$ cat config.mk
export PLATFORM = sky130hd
export DESIGN_NAME = uart_rx_cfg
export DESIGN_NICKNAME = d
export VERILOG_FILES = /design/src/rtl/uart_rx_cfg.sv
export SDC_FILE = /design/constraint.sdc
export NUM_CORES = 1
export LEC_CHECK = 0
export CAP_MARGIN = 20
export CORE_ASPECT_RATIO = 0.8
export CORE_MARGIN = 5
export CORE_UTILIZATION = 50
export CTS_BUF_LIST = sky130_fd_sc_hd__clkbuf_16
export CTS_CLUSTER_DIAMETER = 80
export CTS_CLUSTER_SIZE = 8
export DETAILED_ROUTE_END_ITERATION = 10
export PLACE_DENSITY_LB_ADDON = 0.08
export RECOVER_POWER = 100
export SLEW_MARGIN = 20
export SYNTH_ARGS = -nofsm -noshare
export SYNTH_HDL_FRONTEND = slang
export SYNTH_SLANG_ARGS = --single-unit
$ cat constraint.sdc
create_clock -name i_Clk -period 2.3 [get_ports i_Clk]
set_clock_uncertainty 0.1 [all_clocks]
set_input_delay 0.23 -clock i_Clk [delete_from_list [all_inputs] [get_ports i_Clk]]
set_output_delay 0.23 -clock i_Clk [all_outputs]
set_load 0.05 [all_outputs]
$ cat src/rtl/uart_rx_cfg.sv
// -----------------------------------------------------------------------------
// uart_rx_cfg
//   Parametrised UART receiver. The asynchronous serial line is brought into
//   the i_Clk domain through a two-flop synchroniser. The receiver detects the
//   falling start edge and confirms the start bit at its midpoint, which
//   rejects short glitches. It then samples the data bits (LSB first), an
//   optional parity bit and one or two stop bits, each at the middle of its
//   bit cell. The received word and its error flags are presented together
//   with a one-cycle valid pulse.
//
// Parameters
//   g_System_Clk : system clock frequency in Hz
//   g_Baud_Rate  : line rate in bit/s, clocks per bit = g_System_Clk/g_Baud_Rate
//   g_Data_Bits  : data bits per frame (5..9)
//   g_Parity     : 0 none, 1 odd, 2 even
//   g_Stop_Bits  : 1 or 2
//
// Ports
//   i_Clk        : system clock, rising edge
//   i_Rst        : asynchronous active-high reset
//   i_RX         : serial input, idle high, asynchronous to i_Clk
//   o_RX_DV      : one-cycle pulse, word and flags valid
//   o_RX_Byte    : received word, held until the next valid pulse
//   o_Parity_Err : parity mismatch on the last word (always 0 without parity)
//   o_Frame_Err  : a stop-bit sample was 0 on the last word
//   o_Busy       : receiver is inside a frame or waiting out a line break
// -----------------------------------------------------------------------------
module uart_rx_cfg #(
  parameter int g_System_Clk = 100_000_000,
  parameter int g_Baud_Rate  = 9600,
  parameter int g_Data_Bits  = 8,
  parameter int g_Parity     = 0,
  parameter int g_Stop_Bits  = 1
) (
  input  logic                   i_Clk,
  input  logic                   i_Rst,
  input  logic                   i_RX,
  output logic                   o_RX_DV,
  output logic [g_Data_Bits-1:0] o_RX_Byte,
  output logic                   o_Parity_Err,
  output logic                   o_Frame_Err,
  output logic                   o_Busy
);

  localparam int c_CPB  = g_System_Clk / g_Baud_Rate;
  localparam int c_HALF = (c_CPB - 1) / 2;
  localparam int c_CW   = $clog2(c_CPB);

  localparam logic [c_CW-1:0] c_CNT_MID  = c_CW'(c_HALF);
  localparam logic [c_CW-1:0] c_CNT_LAST = c_CW'(c_CPB - 1);
  localparam logic [c_CW-1:0] c_CNT_ZERO = {c_CW{1'b0}};
  localparam logic [c_CW-1:0] c_CNT_ONE  = c_CW'(1);
  localparam logic [3:0]      c_LAST_DATA = 4'(g_Data_Bits - 1);
  localparam logic [3:0]      c_LAST_STOP = 4'(g_Stop_Bits - 1);
  localparam logic            c_HAS_PAR   = (g_Parity != 0);

  typedef enum logic [2:0] {
    S_IDLE       = 3'd0,
    S_START      = 3'd1,
    S_DATA       = 3'd2,
    S_PARITY     = 3'd3,
    S_STOP       = 3'd4,
    S_DONE       = 3'd5,
    S_BREAK_WAIT = 3'd6
  } t_state;

  // Parity check of a complete word against the received parity bit.
  // Odd parity: the XOR over data and parity bit must be 1.
  // Even parity: the XOR over data and parity bit must be 0.
  function automatic logic f_parity_err(input logic [g_Data_Bits-1:0] data,
                                        input logic                   pbit);
    logic w_x;
    w_x = ^{data, pbit};
    if (g_Parity == 1) begin
      return ~w_x;
    end else if (g_Parity == 2) begin
      return w_x;
    end else begin
      return 1'b0;
    end
  endfunction

  // Registers
  logic                   r_sync1;
  logic                   r_rx_s;
  t_state                 r_state;
  logic [c_CW-1:0]        r_cnt;
  logic [3:0]             r_bit_cnt;
  logic [g_Data_Bits-1:0] r_shift;
  logic                   r_par_err;
  logic                   r_stop_err;
  logic                   r_last_stop;
  logic                   r_dv;
  logic [g_Data_Bits-1:0] r_byte;
  logic                   r_perr;
  logic                   r_ferr;
  logic                   r_busy;

  // Next-state values
  t_state                 w_state_nxt;
  logic [c_CW-1:0]        w_cnt_nxt;
  logic [3:0]             w_bit_cnt_nxt;
  logic [g_Data_Bits-1:0] w_shift_nxt;
  logic                   w_par_err_nxt;
  logic                   w_stop_err_nxt;
  logic                   w_last_stop_nxt;
  logic                   w_dv_nxt;
  logic [g_Data_Bits-1:0] w_byte_nxt;
  logic                   w_perr_nxt;
  logic                   w_ferr_nxt;
  logic                   w_busy_nxt;

  // Two-flop synchroniser for the asynchronous serial line (resets to idle-high)
  always_ff @(posedge i_Clk or posedge i_Rst) begin
    if (i_Rst) begin
      r_sync1 <= 1'b1;
      r_rx_s  <= 1'b1;
    end else begin
      r_sync1 <= i_RX;
      r_rx_s  <= r_sync1;
    end
  end

  // Receiver state, counters, shift register and registered outputs
  always_ff @(posedge i_Clk or posedge i_Rst) begin
    if (i_Rst) begin
      r_state     <= S_IDLE;
      r_cnt       <= c_CNT_ZERO;
      r_bit_cnt   <= 4'd0;
      r_shift     <= {g_Data_Bits{1'b0}};
      r_par_err   <= 1'b0;
      r_stop_err  <= 1'b0;
      r_last_stop <= 1'b1;
      r_dv        <= 1'b0;
      r_byte      <= {g_Data_Bits{1'b0}};
      r_perr      <= 1'b0;
      r_ferr      <= 1'b0;
      r_busy      <= 1'b0;
    end else begin
      r_state     <= w_state_nxt;
      r_cnt       <= w_cnt_nxt;
      r_bit_cnt   <= w_bit_cnt_nxt;
      r_shift     <= w_shift_nxt;
      r_par_err   <= w_par_err_nxt;
      r_stop_err  <= w_stop_err_nxt;
      r_last_stop <= w_last_stop_nxt;
      r_dv        <= w_dv_nxt;
      r_byte      <= w_byte_nxt;
      r_perr      <= w_perr_nxt;
      r_ferr      <= w_ferr_nxt;
      r_busy      <= w_busy_nxt;
    end
  end

  // Next-state and output decode for the frame receiver
  always_comb begin
    w_state_nxt     = r_state;
    w_cnt_nxt       = r_cnt;
    w_bit_cnt_nxt   = r_bit_cnt;
    w_shift_nxt     = r_shift;
    w_par_err_nxt   = r_par_err;
    w_stop_err_nxt  = r_stop_err;
    w_last_stop_nxt = r_last_stop;
    w_dv_nxt        = 1'b0;
    w_byte_nxt      = r_byte;
    w_perr_nxt      = r_perr;
    w_ferr_nxt      = r_ferr;

    case (r_state)
      S_IDLE: begin
        if (!r_rx_s) begin
          // Falling edge: open a new frame with clean error accumulators
          w_state_nxt    = S_START;
          w_cnt_nxt      = c_CNT_ZERO;
          w_bit_cnt_nxt  = 4'd0;
          w_par_err_nxt  = 1'b0;
          w_stop_err_nxt = 1'b0;
        end else begin
          w_state_nxt = S_IDLE;
        end
      end

      S_START: begin
        if (r_cnt == c_CNT_MID) begin
          w_cnt_nxt = c_CNT_ZERO;
          // Line high again at mid start bit means the edge was a glitch
          if (!r_rx_s) begin
            w_state_nxt = S_DATA;
          end else begin
            w_state_nxt = S_IDLE;
          end
        end else begin
          w_cnt_nxt = r_cnt + c_CNT_ONE;
        end
      end

      S_DATA: begin
        if (r_cnt == c_CNT_LAST) begin
          w_cnt_nxt   = c_CNT_ZERO;
          // LSB arrives first, so shift in from the top
          w_shift_nxt = {r_rx_s, r_shift[g_Data_Bits-1:1]};
          if (r_bit_cnt == c_LAST_DATA) begin
            w_bit_cnt_nxt = 4'd0;
            if (c_HAS_PAR) begin
              w_state_nxt = S_PARITY;
            end else begin
              w_state_nxt = S_STOP;
            end
          end else begin
            w_bit_cnt_nxt = r_bit_cnt + 4'd1;
          end
        end else begin
          w_cnt_nxt = r_cnt + c_CNT_ONE;
        end
      end

      S_PARITY: begin
        if (r_cnt == c_CNT_LAST) begin
          w_cnt_nxt     = c_CNT_ZERO;
          w_par_err_nxt = f_parity_err(r_shift, r_rx_s);
          w_state_nxt   = S_STOP;
        end else begin
          w_cnt_nxt = r_cnt + c_CNT_ONE;
        end
      end

      S_STOP: begin
        if (r_cnt == c_CNT_LAST) begin
          w_cnt_nxt = c_CNT_ZERO;
          if (!r_rx_s) begin
            w_stop_err_nxt = 1'b1;
          end else begin
            w_stop_err_nxt = r_stop_err;
          end
          if (r_bit_cnt == c_LAST_STOP) begin
            // Final stop sample: publish the word now rather than waiting
            // for the end of the stop bit, so a back-to-back start edge
            // is seen on time.
            w_bit_cnt_nxt   = 4'd0;
            w_state_nxt     = S_DONE;
            w_dv_nxt        = 1'b1;
            w_byte_nxt      = r_shift;
            w_perr_nxt      = r_par_err;
            w_ferr_nxt      = r_stop_err | ~r_rx_s;
            w_last_stop_nxt = r_rx_s;
          end else begin
            w_bit_cnt_nxt = r_bit_cnt + 4'd1;
          end
        end else begin
          w_cnt_nxt = r_cnt + c_CNT_ONE;
        end
      end

      S_DONE: begin
        // A low final stop sample may be a break; wait for the line to
        // recover before looking for another start edge.
        if (r_last_stop) begin
          w_state_nxt = S_IDLE;
        end else begin
          w_state_nxt = S_BREAK_WAIT;
        end
      end

      S_BREAK_WAIT: begin
        if (r_rx_s) begin
          w_state_nxt = S_IDLE;
        end else begin
          w_state_nxt = S_BREAK_WAIT;
        end
      end

      default: begin
        w_state_nxt = S_IDLE;
        w_cnt_nxt   = c_CNT_ZERO;
      end
    endcase

    w_busy_nxt = (w_state_nxt != S_IDLE);
  end

  assign o_RX_DV      = r_dv;
  assign o_RX_Byte    = r_byte;
  assign o_Parity_Err = c_HAS_PAR ? r_perr : 1'b0;
  assign o_Frame_Err  = r_ferr;
  assign o_Busy       = r_busy;

endmodule

* After elaboration in Yosys (flattened, before gate mapping)
Cells that the tools add are included.
** Storage, ports and cells
- Flip-flop bits (word level) :: 44
- Input port bits :: 3
- Output and inout bits :: 12
** Operators by class
- Add/subtract/negate cells :: 2
- Eq/ne operators :: 13
- Muxes and demuxes :: 28
- Bitwise logic cells :: 3
- Reductions and logical operators :: 12
** Operator list (number)
- $pmux 14 s4 :: 1
- $mux 14 :: 3
- $mux 3 :: 8
- $pmux 3 s7 :: 1
- $mux 4 :: 5
- $add 14x1->14 const B :: 1
- $eq 14x13->1 const B :: 1
- $eq 14x14->1 const B :: 1
- $pmux 4 s3 :: 1
- $eq 3x3->1 const B :: 3
- $ne 2x2->1 const B :: 4
- $reduce_and 4->1 :: 2
- $mux 1 :: 7
- $eq 3x2->1 const B :: 2
- $reduce_bool 3->1 :: 2
- $add 4x1->4 const B :: 1
- $eq 4x3->1 const B :: 1
- $logic_not 4->1 :: 1
- $reduce_and 2->1 :: 2
- $eq 3x1->1 const B :: 1
- $logic_not 3->1 :: 1
- $reduce_and 3->1 :: 1
- $reduce_or 3->1 :: 1
- $mux 2 :: 1
- other kinds (5) :: 6

* Logic depth before layout (Yosys ltp)
Gate-level depths: netlist (run 1).
- Depth in word-level cells :: 5
- Depth in mapped cells :: 8
- Depth with buffers taken out :: 6

* Least setup slack after synthesis (run 1)
No wires, ideal clock.
- Path kind :: register to register
- Start point :: register r_cnt[7]
- End point :: register r_busy (netlist: o_Busy)
- Setup time :: 0.131 ns
- Arrival time :: 2.294 ns
- Data required time :: 2.069 ns
- Slack :: -0.225 ns
- Cell stages (with the launch flop) :: 6
- Clock period less this slack :: 2.525 ns
- Path through :: dfrtp_1 or4b_1 or4_4 mux2_2 a211o_1 or3_1
** Between the ends
- Word-level cells in the longest chain between the ends :: 4
- Elaborated cells between the ends (all ways) :: 8
** Ends and longest elaborated chain
- start, declared :: RTL line 87 : logic [c_CW-1:0] r_cnt;
- start signal, assigned :: RTL line 128 : r_cnt <= c_CNT_ZERO;
- start signal, assigned :: RTL line 141 : r_cnt <= w_cnt_nxt;
- $eq 14x14->1 or $eq 14x13->1 (tied branches)
- $mux 3, on equally long branches
- $pmux 3 s7 * :: RTL line 169 : case (r_state)
- named net w_state_nxt[0] :: RTL line 100 : t_state w_state_nxt;
- $reduce_bool 3->1 * :: RTL line 278 : w_busy_nxt = (w_state_nxt != S_IDLE);
- named net w_busy_nxt :: RTL line 111 : logic w_busy_nxt;
- end signal, assigned :: RTL line 151 : r_busy <= w_busy_nxt;
- end, declared :: RTL line 97 : logic r_busy;
The timed path passes the listed nets; every way through them passes the cells marked *.
A chain may end at the register's enable or synchronous reset.

* Worst setup path in the final report (run 1)
- Start point :: register r_cnt[13]
- End point :: register r_cnt[9]
** Between the ends
- Word-level cells in the longest chain between the ends :: 3
- Elaborated cells between the ends (all ways) :: 5
** Ends and longest elaborated chain (RTL line)
- $eq 14x14->1 or $eq 14x13->1 (tied branches)
- $mux 14, on equally long branches
- $pmux 14 s4 * :: 169
Mark *: on every way between the ends. The rest lies on a longest branch, timed or not.

==> results of run 1 <==
through the flow:
step / hold slack (ns) / worst slack (ns) / TNS, ns / cells / power (mW)
after global routing: 0.262 / -0.291 / -4.14 / 312 / 1.66
after CTS: 0.256 / -0.237 / -2.58 / 311 / 1.63
after floorplan: 0.134 / -0.199 / -0.789 / 215 / 0.811
after detailed placement: 0.249 / -0.213 / -1.53 / 301 / 0.821
after global placement: 0.248 / -0.212 / -1.17 / 301 / 0.820
final: 0.258 / -0.242 / -3.13 / 312 / 1.61
cell type report:
cell class | instances | area [um2] | share of cell area
clock inverters | 3 | 47.5 | 0.0167
well taps | 57 | 71.3 | 0.0250
multi-input cells | 153 | 1120 | 0.395
flip-flops and latches | 44 | 1110 | 0.388
inverters | 8 | 30.0 | 0.0105
repair buffers | 42 | 345 | 0.121
clock buffers | 5 | 125 | 0.0439
synth_stat cells (2+ instances only):
master | number | share of area
a211o_1 | 2 | 0.0078
a21o_1 | 2 | 0.0067
a21oi_1 | 4 | 0.0089
a22o_1 | 2 | 0.0078
a31oi_1 | 2 | 0.0056
and3_1 | 3 | 0.0084
and4_1 | 2 | 0.0078
clkbuf_1 | 8 | 0.013
dfrtp_1 | 41 | 0.46
dfstp_2 | 3 | 0.035
ha_1 | 3 | 0.017
inv_1 | 8 | 0.013
mux2_1 | 19 | 0.096
nand2_1 | 15 | 0.025
nand2b_1 | 5 | 0.014
nand3_1 | 4 | 0.0089
nand3b_1 | 3 | 0.010
nand4_1 | 6 | 0.017
nor2_1 | 25 | 0.042
nor2b_1 | 2 | 0.0056
nor3_1 | 5 | 0.011
nor3b_1 | 2 | 0.0067
nor4_1 | 3 | 0.0084
nor4bb_1 | 3 | 0.013
o21ai_0 | 3 | 0.0067
o21ai_1 | 2 | 0.0045
o31ai_1 | 2 | 0.0067
o32ai_1 | 2 | 0.0078
or3_1 | 3 | 0.0084
or4b_1 | 2 | 0.0089
xnor2_1 | 4 | 0.016
xor2_1 | 6 | 0.023
power groups by stage:
stage | Combinational, mW | Sequential, mW | Clock (mW)
detailed placement | 0.0273 | 0.794 | 0
CTS | 0.0274 | 0.780 | 0.820
floorplan | 0.0196 | 0.792 | 0
global route | 0.0303 | 0.780 | 0.850
global placement | 0.0260 | 0.794 | 0
finish | 0.0254 | 0.780 | 0.802
flip-flops by register name (all words and copies together), names as in the netlist:
register     cells
r_sync1          1
r_bit_cnt        4
r_shift          8
o_Frame_Err      1
r_cnt           14
o_RX_Byte        8
r_state          3
r_rx_s           1
o_RX_DV          1
o_Busy           1
r_last_stop      1
r_stop_err       1
cells by family (layout without fill, tap and decap cells):
group                    after synthesis  in the layout  share of synthesized area
XOR/XNOR                              10             10                     0.0391
multiplexers                          20             20                      0.101
buffers and inverters                 18             58                     0.0319
other                                  1              1                    0.00168
AO/OA/AOI/OAI                         28             28                     0.0872
flip-flops                            44             44                      0.494
adder cells (fa/ha/maj)                3              3                     0.0168
AND/OR/NAND/NOR                       91             91                      0.229
path summary, 6_finish.rpt:
path                                start       end  slack [ns]  depth (start not counted)
worst max-delay path            r_cnt[13]  r_cnt[9]       -0.24                          7
worst min-delay path              r_sync1    r_rx_s        0.26                          0
worst max register to register  r_cnt[13]  r_cnt[9]       -0.24                          7
worst min register to register    r_sync1    r_rx_s        0.26                          0
max in group asynchronous           i_Rst  r_cnt[4]        0.77                          3
min in group asynchronous           i_Rst  r_cnt[1]        0.62                          3
routing by layer:
layer	track usage	up-vias	part of all wire
met5	0	-	0
met1	0.254	848	0.48
li1	-	847	-
met2	0.268	49	0.46
met4	0.0562	0	0.0047
met3	0.0416	2	0.059
what timing repair did:
item	4_1_cts	5_1_grt
cloned	0	1
endpoints found under the setup margin	18	20
pin swaps	8	4
gates resized for setup	5	10
buffers inserted	2	0
==> qor.txt, run 1 <==
status -> finished, violations left
failing checks -> negative setup slack
gpl congestion -> 0.926
antenna fix cells -> 0
Synth Register Bits -> 44
actual slew at the worst max-slew pin -> 1.06 ns
Slew HR -> 0.296
Congestion Overflow GR -> 0
area added between synthesis and finish -> 27.3%
Synth Flop Type -> dfrtp_1
Pins Over Slew Limit -> 0
Syn Nets -> 221
IO Pins -> 15
root buffer cell -> clkbuf_16
Buf/Inv on CP -> 3
Max clock buf depth -> 2
worst path arrival time -> 2.60 ns
die width -> 84.8 um
FILL cells -> 327
vias in the first global route -> 1761
Netlist cell types -> 51
Logic pwr share -> 0.016
Clock Power Share -> 0.499
Final Hold Fails -> 0
initial core utilization -> 0.526
Crit path max-delay family -> simple AND/OR/NAND/NOR gates
first-pass GRT wire length -> 8490 um
most frequent cells in the layout -> dfrtp_1 (40), nor2_1 (25), buf_4 (23)
Routed Antenna Nets -> 0
share of layout cells above drive strength 1 -> 0.208
Seq pwr share -> 0.485
RSZ-0062 raised after global routing -> yes
most common cell after layout, fill and taps aside -> dfrtp_1
H-tree levels -> 2
GRT Total Usage -> 0.178
drt via density -> 5.60
crit-path max FO -> 6
Site Rows -> 21
final core occ -> 0.670
Post-DP Area -> 0.00260 mm2
Remaining DRCs -> 0
Hold Crit Class -> flip-flop to flip-flop
P_int -> 1.30 mW
TritonCTS Buffers -> 5
core area -> 0.00426 mm2
data required time of the worst path -> 2.36 ns
Synth Cell Area -> 0.00224 mm2
DIE HEIGHT -> 69.8 um
Clock Sinks -> 44
largest net degree at the start of global routing -> 45
Yosys warning count -> 0
via count -> 1746
iteration-0 DRC count of the detailed router -> 121
Setup-failing EPs final -> 16
fin area -> 0.00285 mm2
CP max-delay cell -> or4_4
CP Capture Type -> flip-flop
final net count -> 260
switching share of total power -> 0.192
Min Clock Period, post-route -> 2.54 ns
initial antenna violation count -> 0
ys async rst share -> 1.00
highest clock rate -> 393 MHz
number of synthesized flops with an enable pin -> 0
First-pass DRT Iterations -> 5
max incr delay on CP -> 0.55 ns
Most common cell on crit path -> buf_4
Pleak -> 1.34 nW
drt total wl -> 4880 um
Clock transition at path regs -> 0.06 ns
final worst-path cycle share -> 1.11
Syn Inst Count -> 215
wire per inst -> 15.6 um
NetSw -> 0.309 mW
critical path cell sequence -> or4b_1 > or4_4 > buf_4 > buf_6 > o311ai_2 > buf_4 > o31ai_1
Die Area -> 0.00592 mm2
critical path class -> flip-flop to flip-flop
post-synthesis sequential area ratio -> 0.494
peak supply drop -> 0.000458 V
critical path launch point type -> flip-flop
Post-Syn Area per Cell -> 10.4 um2
DP Wirelength -> 3440 um
Max-Cap Viols -> 0
setup ws final -> -0.242 ns
input/output buffers -> 13
clk_lat worst skew -> 0.28 ns
TritonCTS clock tree -> yes
hold buffer count at CTS -> 0
P per Cell Area -> 564 mW/mm2
Note: power is estimated with default switching activity, not from simulation.
==> run 2, diff against run 1 <==
Settings changed: SETUP_SLACK_MARGIN set to 0.02.
Clock period 2.3 ns to 2.1 ns, I/O delays scaled along.
==> qor.txt, run 2 (synthesis gave the netlist of run 1 again) <==
status -> finished, violations left
failing checks -> negative setup slack
Storage cell area -> 0.00111 mm2 (unchanged)
Most flops, register -> r_cnt
Final Instance Count excl. Fillers -> 325 (+4.2%)
iteration-0 DRC count of the detailed router -> 157 (+30%)
via count -> 1912 (+9.5%)
Die Area -> 0.00592 mm2 (unchanged)
largest net degree at the start of global routing -> 27 (-40%)
peak supply drop -> 0.000480 V (+4.6%)
Final Hold Fails -> 0 (unchanged)
antenna fix cells -> 0 (unchanged)
switching share of total power -> 0.189 (-0.00363)
gpl congestion -> 0.883 (-4.6%)
FILL cells -> 310 (-5.2%)
RR Startpoint -> r_cnt[8]
crit-path max FO -> 2 (-4)
CP Capture Type -> flip-flop
Max-Cap Viols -> 0 (unchanged)
Seq pwr share -> 0.490 (+0.005)
input/output buffers -> 13 (unchanged)
most common cell after layout, fill and taps aside -> dfrtp_1
clk_lat worst skew -> 0.28 ns (about the same)
TritonCTS Buffers -> 5 (unchanged)
core area -> 0.00426 mm2 (unchanged)
Congestion Overflow GR -> 0 (unchanged)
drt via density -> 5.88 (+5.1%)
Post-DP Area -> 0.00273 mm2 (+5.0%)
Routed Antenna Nets -> 0 (unchanged)
setup ws final -> -0.444 ns (-0.202 ns)
CP max-delay cell -> or4_4
initial core utilization -> 0.526 (unchanged)
CP startpoint -> r_cnt[8]
worst path arrival time -> 2.60 ns (about the same)
RSZ-0062 raised after global routing -> yes
first-pass GRT wire length -> 9050 um (+6.7%)
Pleak -> 1.40 nW (+4.4%)
DIE HEIGHT -> 69.8 um (unchanged)
critical path launch point type -> flip-flop
highest clock rate -> 393 MHz (about the same)
Min Clock Period, post-route -> 2.54 ns (+0.00216 ns)
Logic pwr share -> 0.016 (about the same)
Setup-failing EPs final -> 36 (+20)
Final Power -> 1.74 mW (+8.6%)
area added between synthesis and finish -> 36.1%
Post-Place Setup Slack -> -0.404 ns (-0.191 ns)
First-pass DRT Iterations -> 5 (unchanged)
max incr delay on CP -> 0.56 ns (about the same)
fin area -> 0.00305 mm2 (+6.9%)
data required time of the worst path -> 2.16 ns (-0.20 ns)
Clock transition at path regs -> 0.06 ns (about the same)
P_int -> 1.42 mW (+9.1%)
Site Rows -> 21 (unchanged)
most frequent cells in the layout -> dfrtp_1 (40), buf_4 (33), nor2_1 (23)
actual slew at the worst max-slew pin -> 1.32 ns (+0.260 ns)
share of layout cells above drive strength 1 -> 0.302 (+0.0944)
final worst-path cycle share -> 1.21 (+0.106)
initial antenna violation count -> 0 (unchanged)
max reg flops -> 14 (unchanged)
critical path cell sequence -> or4b_1 > or4_4 > mux2_4 > a211o_1 > or3_1
vias in the first global route -> 1868 (+6.1%)
Pins Over Slew Limit -> 0 (unchanged)
critical path class -> flip-flop to flip-flop
TritonCTS clock tree -> yes
NetSw -> 0.329 mW (+6.5%)
H-tree levels -> 2 (unchanged)
Clock Power Share -> 0.494 (-0.005)
wire per inst -> 17.0 um (+9.0%)
Hold Crit Class -> input port to async pin
root buffer cell -> clkbuf_16
DP Wirelength -> 3850 um (+12%)
Buf/Inv on CP -> 0 (-3)
Crit path max-delay family -> simple AND/OR/NAND/NOR gates
P per Cell Area -> 573 mW/mm2 (+1.6%)
final net count -> 273 (+5.0%)
area of the multi-input gates -> 0.00121 mm2 (+7.7%)
Max clock buf depth -> 2 (unchanged)
Remaining DRCs -> 0 (unchanged)
Clock Sinks -> 44 (unchanged)
Setup TNS Final -> -6.05 ns (-2.92 ns)
drt total wl -> 5540 um (+14%)
dpl cells -> 312 (+3.7%)
GRT Total Usage -> 0.191 (+0.0129)
IO Pins -> 15 (unchanged)
die width -> 84.8 um (unchanged)
Slew HR -> 0.122 (-0.173)
[run 2: changes by cell type in the layout (fill, tap and decap cells not counted), moves of 3 or more]
cell	previous run	this run
buf_4	23	33
buf_6	2	6
mux2_1	18	6
clkbuf_2	3	0
mux2_4	2	14
[run 2: timing repair]
item | 4_1_cts | 5_1_grt
buffers inserted | 4 | 2
setup endpoints to repair | 30 | 39
cloned | 0 | 1
hold buffers | 0 | 0
resized for setup | 14 | 20
pin swaps | 8 | 8
hold endpoints to repair | 0 | 0
[run 2: metrics by stage]
step	hold slack [ns]	util
finish	0.164	0.716
detailed placement	0.250	0.641
CTS	0.0490	0.700
global route	0.197	0.716
global placement	0.249	0.641
floorplan	0.114	-
[run 2: path summary, 6_finish.rpt]
check | to | slack, ns | depth (start not counted)
min reg2reg | r_rx_s | 0.26 | 0
max in group asynchronous | o_RX_Byte[7] | 0.27 | 3
min | r_cnt[2] | 0.16 | 2
max reg2reg | o_Busy | -0.44 | 5
max | o_Busy | -0.44 | 5
min in group i_Clk | r_rx_s | 0.26 | 0
[run 2: area by class of cell]
cell class              instances  share of cell area
multi-input cells             153               0.398
clock inverters                 3              0.0140
clock buffers                   5              0.0411
flip-flops and latches         44               0.363
inverters                       8             0.00986
well taps                      57              0.0234
repair buffers                 55               0.151
[run 2: worst register-to-register path: cells and delay by family, from the launching register on]
family             cells  cell delay, ns
muxes                  1            0.28
and+or+nand+nor        3            1.40
DFF                    1            0.37
AOI/OAI and AO/OA      1            0.27
[run 2: metal layers]
layer  vias to the layer above  GRT usage  routed length, um  part of all wire
met5                         -          0                  0                 0
met4                         0     0.0439                 66             0.012
met3                         8     0.0511                405             0.073
met2                        85      0.287               2580              0.47
met1                       948      0.275               2490              0.45
li1                        871          -                  -                 -
[run 2: power by group through the flow]
stage | registers [mW] | clock network, mW | logic, mW
6_report | 0.854 | 0.861 | 0.0286
5_1_grt | 0.854 | 0.923 | 0.0344
4_1_cts | 0.854 | 0.880 | 0.0353
3_5_place_dp | 0.870 | 0 | 0.0350
3_3_place_gp | 0.869 | 0 | 0.0337
2_1_floorplan | 0.867 | 0 | 0.0221
==> run 3, diff against run 2 <==
Settings changed: CAP_MARGIN 20 to not set.
==> results of run 3 <==
Final layout, timing and power as in run 2 (identical DEF).
